`src/rtl/pipe_hazard_ctrl.sv`:
```
// Hazard controller for a 5-stage in-order pipeline: tracks EX/MEM/WB destinations,
// raises stall/flush/bubble, ID-stage WB bypass and registered EX forwarding selects.
module pipe_hazard_ctrl #(
  parameter int REG_AW = 5,
  parameter int FWD_EN = 1,
  parameter int CNT_W  = 16
) (
  input  logic              clk_i,
  input  logic              rst_n,
  input  logic              id_valid_i,
  input  logic [REG_AW-1:0] id_rs_i,
  input  logic [REG_AW-1:0] id_rt_i,
  input  logic              id_use_rs_i,
  input  logic              id_use_rt_i,
  input  logic [REG_AW-1:0] id_rd_i,
  input  logic              id_regwrite_i,
  input  logic              id_memread_i,
  input  logic              ex_redirect_i,
  output logic              pc_stall_o,
  output logic              ifid_stall_o,
  output logic              ifid_flush_o,
  output logic              idex_bubble_o,
  output logic              id_byp_a_o,
  output logic              id_byp_b_o,
  output logic [1:0]        fwd_a_o,
  output logic [1:0]        fwd_b_o,
  output logic [CNT_W-1:0]  stall_cnt_o,
  output logic [CNT_W-1:0]  flush_cnt_o
);

  logic              ex_valid, ex_regwrite, ex_memread;
  logic [REG_AW-1:0] ex_rd;
  logic              mem_valid, mem_regwrite;
  logic [REG_AW-1:0] mem_rd;
  logic              wb_valid, wb_regwrite;
  logic [REG_AW-1:0] wb_rd;

  logic ex_a, ex_b, mem_a, mem_b, wb_a, wb_b;
  logic hazard, stall, redirect;

  // Register 0 is hard-wired, so a zero source never depends on a producer.
  function automatic logic src_match(input logic              use_src,
                                     input logic [REG_AW-1:0] src,
                                     input logic              stg_valid,
                                     input logic              stg_rw,
                                     input logic [REG_AW-1:0] stg_rd);
    return use_src && stg_valid && stg_rw && (stg_rd == src) && (src != '0);
  endfunction

  always_comb begin
    ex_a  = id_valid_i && src_match(id_use_rs_i, id_rs_i, ex_valid,  ex_regwrite,  ex_rd);
    ex_b  = id_valid_i && src_match(id_use_rt_i, id_rt_i, ex_valid,  ex_regwrite,  ex_rd);
    mem_a = id_valid_i && src_match(id_use_rs_i, id_rs_i, mem_valid, mem_regwrite, mem_rd);
    mem_b = id_valid_i && src_match(id_use_rt_i, id_rt_i, mem_valid, mem_regwrite, mem_rd);
    wb_a  = id_valid_i && src_match(id_use_rs_i, id_rs_i, wb_valid,  wb_regwrite,  wb_rd);
    wb_b  = id_valid_i && src_match(id_use_rt_i, id_rt_i, wb_valid,  wb_regwrite,  wb_rd);

    if (FWD_EN != 0)
      hazard = ex_memread && (ex_a || ex_b);
    else
      hazard = ex_a || ex_b || mem_a || mem_b;

    // A taken redirect squashes the stalled instruction, so it wins over the stall.
    redirect = rst_n && ex_redirect_i;
    stall    = rst_n && hazard && !ex_redirect_i;

    pc_stall_o    = stall;
    ifid_stall_o  = stall;
    ifid_flush_o  = redirect;
    idex_bubble_o = stall || redirect;
    id_byp_a_o    = rst_n && wb_a;
    id_byp_b_o    = rst_n && wb_b;
  end

  always_ff @(posedge clk_i) begin
    if (!rst_n) begin
      ex_valid     <= 1'b0;
      ex_regwrite  <= 1'b0;
      ex_memread   <= 1'b0;
      ex_rd        <= '0;
      mem_valid    <= 1'b0;
      mem_regwrite <= 1'b0;
      mem_rd       <= '0;
      wb_valid     <= 1'b0;
      wb_regwrite  <= 1'b0;
      wb_rd        <= '0;
      fwd_a_o      <= '0;
      fwd_b_o      <= '0;
      stall_cnt_o  <= '0;
      flush_cnt_o  <= '0;
    end else begin
      wb_valid     <= mem_valid;
      wb_regwrite  <= mem_regwrite;
      wb_rd        <= mem_rd;
      mem_valid    <= ex_valid;
      mem_regwrite <= ex_regwrite;
      mem_rd       <= ex_rd;

      if (idex_bubble_o || !id_valid_i) begin
        ex_valid    <= 1'b0;
        ex_regwrite <= 1'b0;
        ex_memread  <= 1'b0;
        ex_rd       <= '0;
        fwd_a_o     <= '0;
        fwd_b_o     <= '0;
      end else begin
        ex_valid    <= 1'b1;
        ex_regwrite <= id_regwrite_i;
        ex_memread  <= id_memread_i;
        ex_rd       <= id_rd_i;
        // Selects are captured with the instruction so EX sees them with no extra logic.
        if (FWD_EN != 0) begin
          fwd_a_o <= ex_a ? 2'b01 : (mem_a ? 2'b10 : 2'b00);
          fwd_b_o <= ex_b ? 2'b01 : (mem_b ? 2'b10 : 2'b00);
        end else begin
          fwd_a_o <= '0;
          fwd_b_o <= '0;
        end
      end

      if (pc_stall_o && (stall_cnt_o != '1))
        stall_cnt_o <= stall_cnt_o + CNT_W'(1);
      if (ifid_flush_o && (flush_cnt_o != '1))
        flush_cnt_o <= flush_cnt_o + CNT_W'(1);
    end
  end

endmodule

```
`config.mk`:
```
export PLATFORM = sky130hd
export DESIGN_NAME = pipe_hazard_ctrl
export DESIGN_NICKNAME = d
export VERILOG_FILES = /design/src/rtl/pipe_hazard_ctrl.sv
export SDC_FILE = /design/constraint.sdc
export NUM_CORES = 1
export LEC_CHECK = 0
export ABC_AREA = 1
export BUFFER_PORTS_ARGS = -buffer_cell sky130_fd_sc_hd__buf_2
export CAP_MARGIN = 30
export CORE_MARGIN = 3
export CORE_UTILIZATION = 40
export DETAILED_ROUTE_END_ITERATION = 12
export PLACE_DENSITY = 0.68
export SLEW_MARGIN = 20
export SYNTH_ARGS = -nofsm -noshare
export SYNTH_HDL_FRONTEND = slang
export SYNTH_SLANG_ARGS = --single-unit
```
`constraint.sdc`:
```
create_clock -name clk_i -period 2.2 [get_ports clk_i]
set_clock_uncertainty 0.15 [all_clocks]
set_input_delay 0.11 -clock clk_i [delete_from_list [all_inputs] [get_ports clk_i]]
set_output_delay 0.11 -clock clk_i [all_outputs]
set_load 0.01 [all_outputs]
```
==> reports/metrics.csv <==
stage,metric,value,unit
floorplan,row count,31,
worst_setup_path,Max stage delay on crit path,0.54,ns
worst_setup_path,critical path endpoint category,register,
yosys,synth cell count leaders,"nand2_1, inv_1, nor2_1, dfxtp_1, nand3_1",
cells_and_area,antenna diode count,0,
detailed_routing,routed vias,3142,
yosys,Yosys reg bits,58,
cells_and_area,share of cells above drive strength 1,18.8,%
floorplan,Ports,65,
sta,RSZ-0062 raised after global routing,no,
yosys,Mapped Nets,502,
worst_setup_path,CP Cell Sequence,dlygate4sd3_1 -> buf_2 -> nand2_1 -> nor2_2 -> nand3_1 -> nor2_1 -> nand2_2 -> nand2_4 -> nand2_4 -> nand3_1 -> dlygate4sd3_1 -> nor2_1,
clock_network,worst skew pair latency,0.34,ns
status,outcome,"complete, no violations",
sta,Final Max Tran Viols,0,
placement,Post-DP HPWL,5790,um
sta,max_slew headroom,76.2,%
clock_network,clock tree root driver cell,clkbuf_8,
worst_setup_path,Crit-path slowest cell,dlygate4sd3_1,
yosys,dominant cell by count in the synthesized netlist,nand2_1,
yosys,Post-Synthesis Cell Area,0.00310,mm2
detailed_routing,Routed WL per cell,11.5,um
placement,IO Port Bufs,64,
global_route,largest net degree at the start of global routing,18,
worst_hold_path,Hold Crit Class,in -> reg,
clock_network,clock-pin transition on the worst setup and hold timing paths,0.07,ns
clock_network,CTS H-Tree Depth,3,
clock_network,clk sinks,58,
yosys,Unique masters post-synth,31,
yosys,post-synth top area share,37.4,%
sta,Tmin final,2.07,ns
worst_setup_path,Setup CP Type,in -> reg,
floorplan,Die H,94.1,um
yosys,post-synth top area cell,dfxtp_1,
sta,setup TNS,0,ns
sta,period utilization,93.9,%
detailed_routing,WL final,7660,um
job,MaxCap Viol Count,0,
worst_setup_path,Worst EP required,2.29,ns
worst_setup_path,WP data arrival,2.15,ns
detailed_routing,Residual DRC,0,
yosys,Syn Inst Count,477,
yosys,top post-synthesis cells by area,"dfxtp_1, nand2_1, inv_1, nor2_1, nand3_1",
cells_and_area,Nets,588,
yosys,YS warnings,0,
global_route,vias in the first global route,3024,
sta,Final setup violation count,0,
floorplan,Core Region,0.00737,mm2
global_route,antenna violations before repair,0,
worst_setup_path,crit start category,primary input,
floorplan,Die X,94.1,um
power,cell leakage power,1.96,nW
yosys,Post-synth EDFFs,0,
placement,final RePlAce weighted congestion,0.906,
power,Cell Pwr Density,596,mW/mm2
detailed_routing,Final ANT Viol Nets,0,
sta,Worst-Margin Slew,0.357,ns
cells_and_area,synth-to-layout area growth,26.0,%
worst_setup_path,slack of the worst reg-to-reg path,0.24,ns
worst_setup_path,crit path max fanout,6,
detailed_routing,DRT iter0 DRCs,111,
floorplan,die area,0.00885,mm2
global_route,first-pass GRT wire length,13000,um
yosys,ys async rst share,0,%
yosys,Main synth FF type,dfxtp_1,
sta,fmax,484,MHz
global_route,gr usage total,18.2,%
detailed_routing,DR pass1 iterations,4,
cells_and_area,"Core Util, Final",53.0,%
sta,Fin. Hold Viols,0,
yosys,syn avg cell area,6.50,um2
yosys,sequential element share of the synthesized area,37.4,%
detailed_routing,vias per cell,4.71,
clock_network,TritonCTS clock tree,done,
clock_network,Clock Tree Buf Depth,2,
global_route,grt total ovfl,0,
clock_network,Inserted Clock Buffers,9,
power,peak supply drop,0.000376,V
floorplan,initial core utilization,42.1,%
-- what timing repair did --
item / in CTS / in global routing
endpoints found under the hold margin: 9 / 0
setup buffers: 0 / 6
hold buffers: 10 / 0
gates resized for setup: 0 / 4
setup endpoints to repair: 0 / 14
-- cell usage in the layout, fill, tap and decap left out --
| cell | instances |
|---|---|
| clkbuf_4 | 1 |
| clkinv_2 | 3 |
| clkinvlp_4 | 1 |
| nor2_2 | 4 |
| nand3_1 | 26 |
| clkbuf_1 | 1 |
| o22ai_1 | 4 |
| nor2_1 | 64 |
| nand4_2 | 1 |
| buf_4 | 10 |
| bufinv_16 | 2 |
| nor3_4 | 1 |
| dlygate4sd3_1 | 10 |
| nand2_4 | 3 |
| ha_2 | 1 |
| inv_2 | 3 |
| o21ai_0 | 10 |
| xnor2_1 | 10 |
| a221oi_1 | 2 |
| inv_1 | 88 |
| nand3b_1 | 1 |
| nand2_1 | 119 |
| nand4_1 | 20 |
| clkbuf_8 | 10 |
| nor3_1 | 10 |
| o21bai_1 | 6 |
| and3_1 | 4 |
| xor2_1 | 6 |
| a21oi_1 | 16 |
| ha_1 | 1 |
| buf_2 | 63 |
| o21ai_1 | 1 |
| nor4_1 | 3 |
| a21boi_2 | 1 |
| nor4b_1 | 1 |
| dfxtp_1 | 58 |
| nand2_2 | 3 |
-- through the flow --
step	worst slack, ns	instance area (um2)	total power, mW	hold WS (ns)	instances
after detailed placement	0.119	3530	1.24	0.185	635
after CTS	0.0942	3850	2.34	0.0331	661
after floorplan	0.398	3100	1.18	0.0722	477
final	0.135	3910	2.33	0.0477	667
after global routing	0.0420	3910	2.42	0.0853	667
after global placement	0.209	3530	1.24	0.178	635
-- area by class of cell --
| cell class | instances | area [um2] |
|---|---|---|
| fill | 762 | 3460 |
| multi-input combinational | 318 | 1560 |
| sequential | 58 | 1160 |
| timing repair buffer | 84 | 498 |
| inverter | 92 | 347 |
| clock buffer | 11 | 141 |
| tap | 99 | 124 |
| clock inverter | 5 | 77.6 |
-- path summary, 6_finish.rpt --
path / startpoint / endpoint / cells past startpoint
max: id_valid_i / fwd_a_o[1] / 12
min: id_rt_i[2] / fwd_b_o[1] / 4
max reg2reg: ex_rd[1] / fwd_a_o[1] / 12
min reg2reg: ex_valid / mem_valid / 2
-- report_power, final --
part | total, mW | leakage, nW | internal [mW] | switching [mW]
combinational | 0.169 | 1.39 | 0.0746 | 0.0943
clock | 1.09 | 0.109 | 0.665 | 0.426
sequential | 1.07 | 0.469 | 1.06 | 0.0104
total | 2.33 | 1.96 | 1.80 | 0.531
-- registers in the layout, indices dropped and copies added (netlist names), 2 cells and up --
signal / count
wb_rd: 5
mem_rd: 5
ex_rd: 5
fwd_b_o: 2
flush_cnt_o: 16
stall_cnt_o: 16
fwd_a_o: 2
-- critical path: cells and delay by family --
kind	cells	cell delay, ns
buffers and inverters	3	1.24
AND/OR/NAND/NOR	9	0.80
-- cells by family after synthesis --
group	count (synthesis)	synth area share (%)
AND/OR/NAND/NOR	260	37.1
adder cells (fa/ha/maj)	2	0.807
buffers and inverters	101	12.6
AO/OA/AOI/OAI	40	7.54
flip-flops	58	37.4
XOR/XNOR	16	4.52
-- layer usage --
layer	part of all wire (%)	track usage (%)	vias up	routed length [um]
met5	0	0	-	0
met3	4.8	3.29	11	367
li1	-	-	1660	-
met4	1.3	6.98	0	100
met1	47	23.5	1398	3610
met2	47	30.2	73	3580
(Power assumes the default switching activity.)
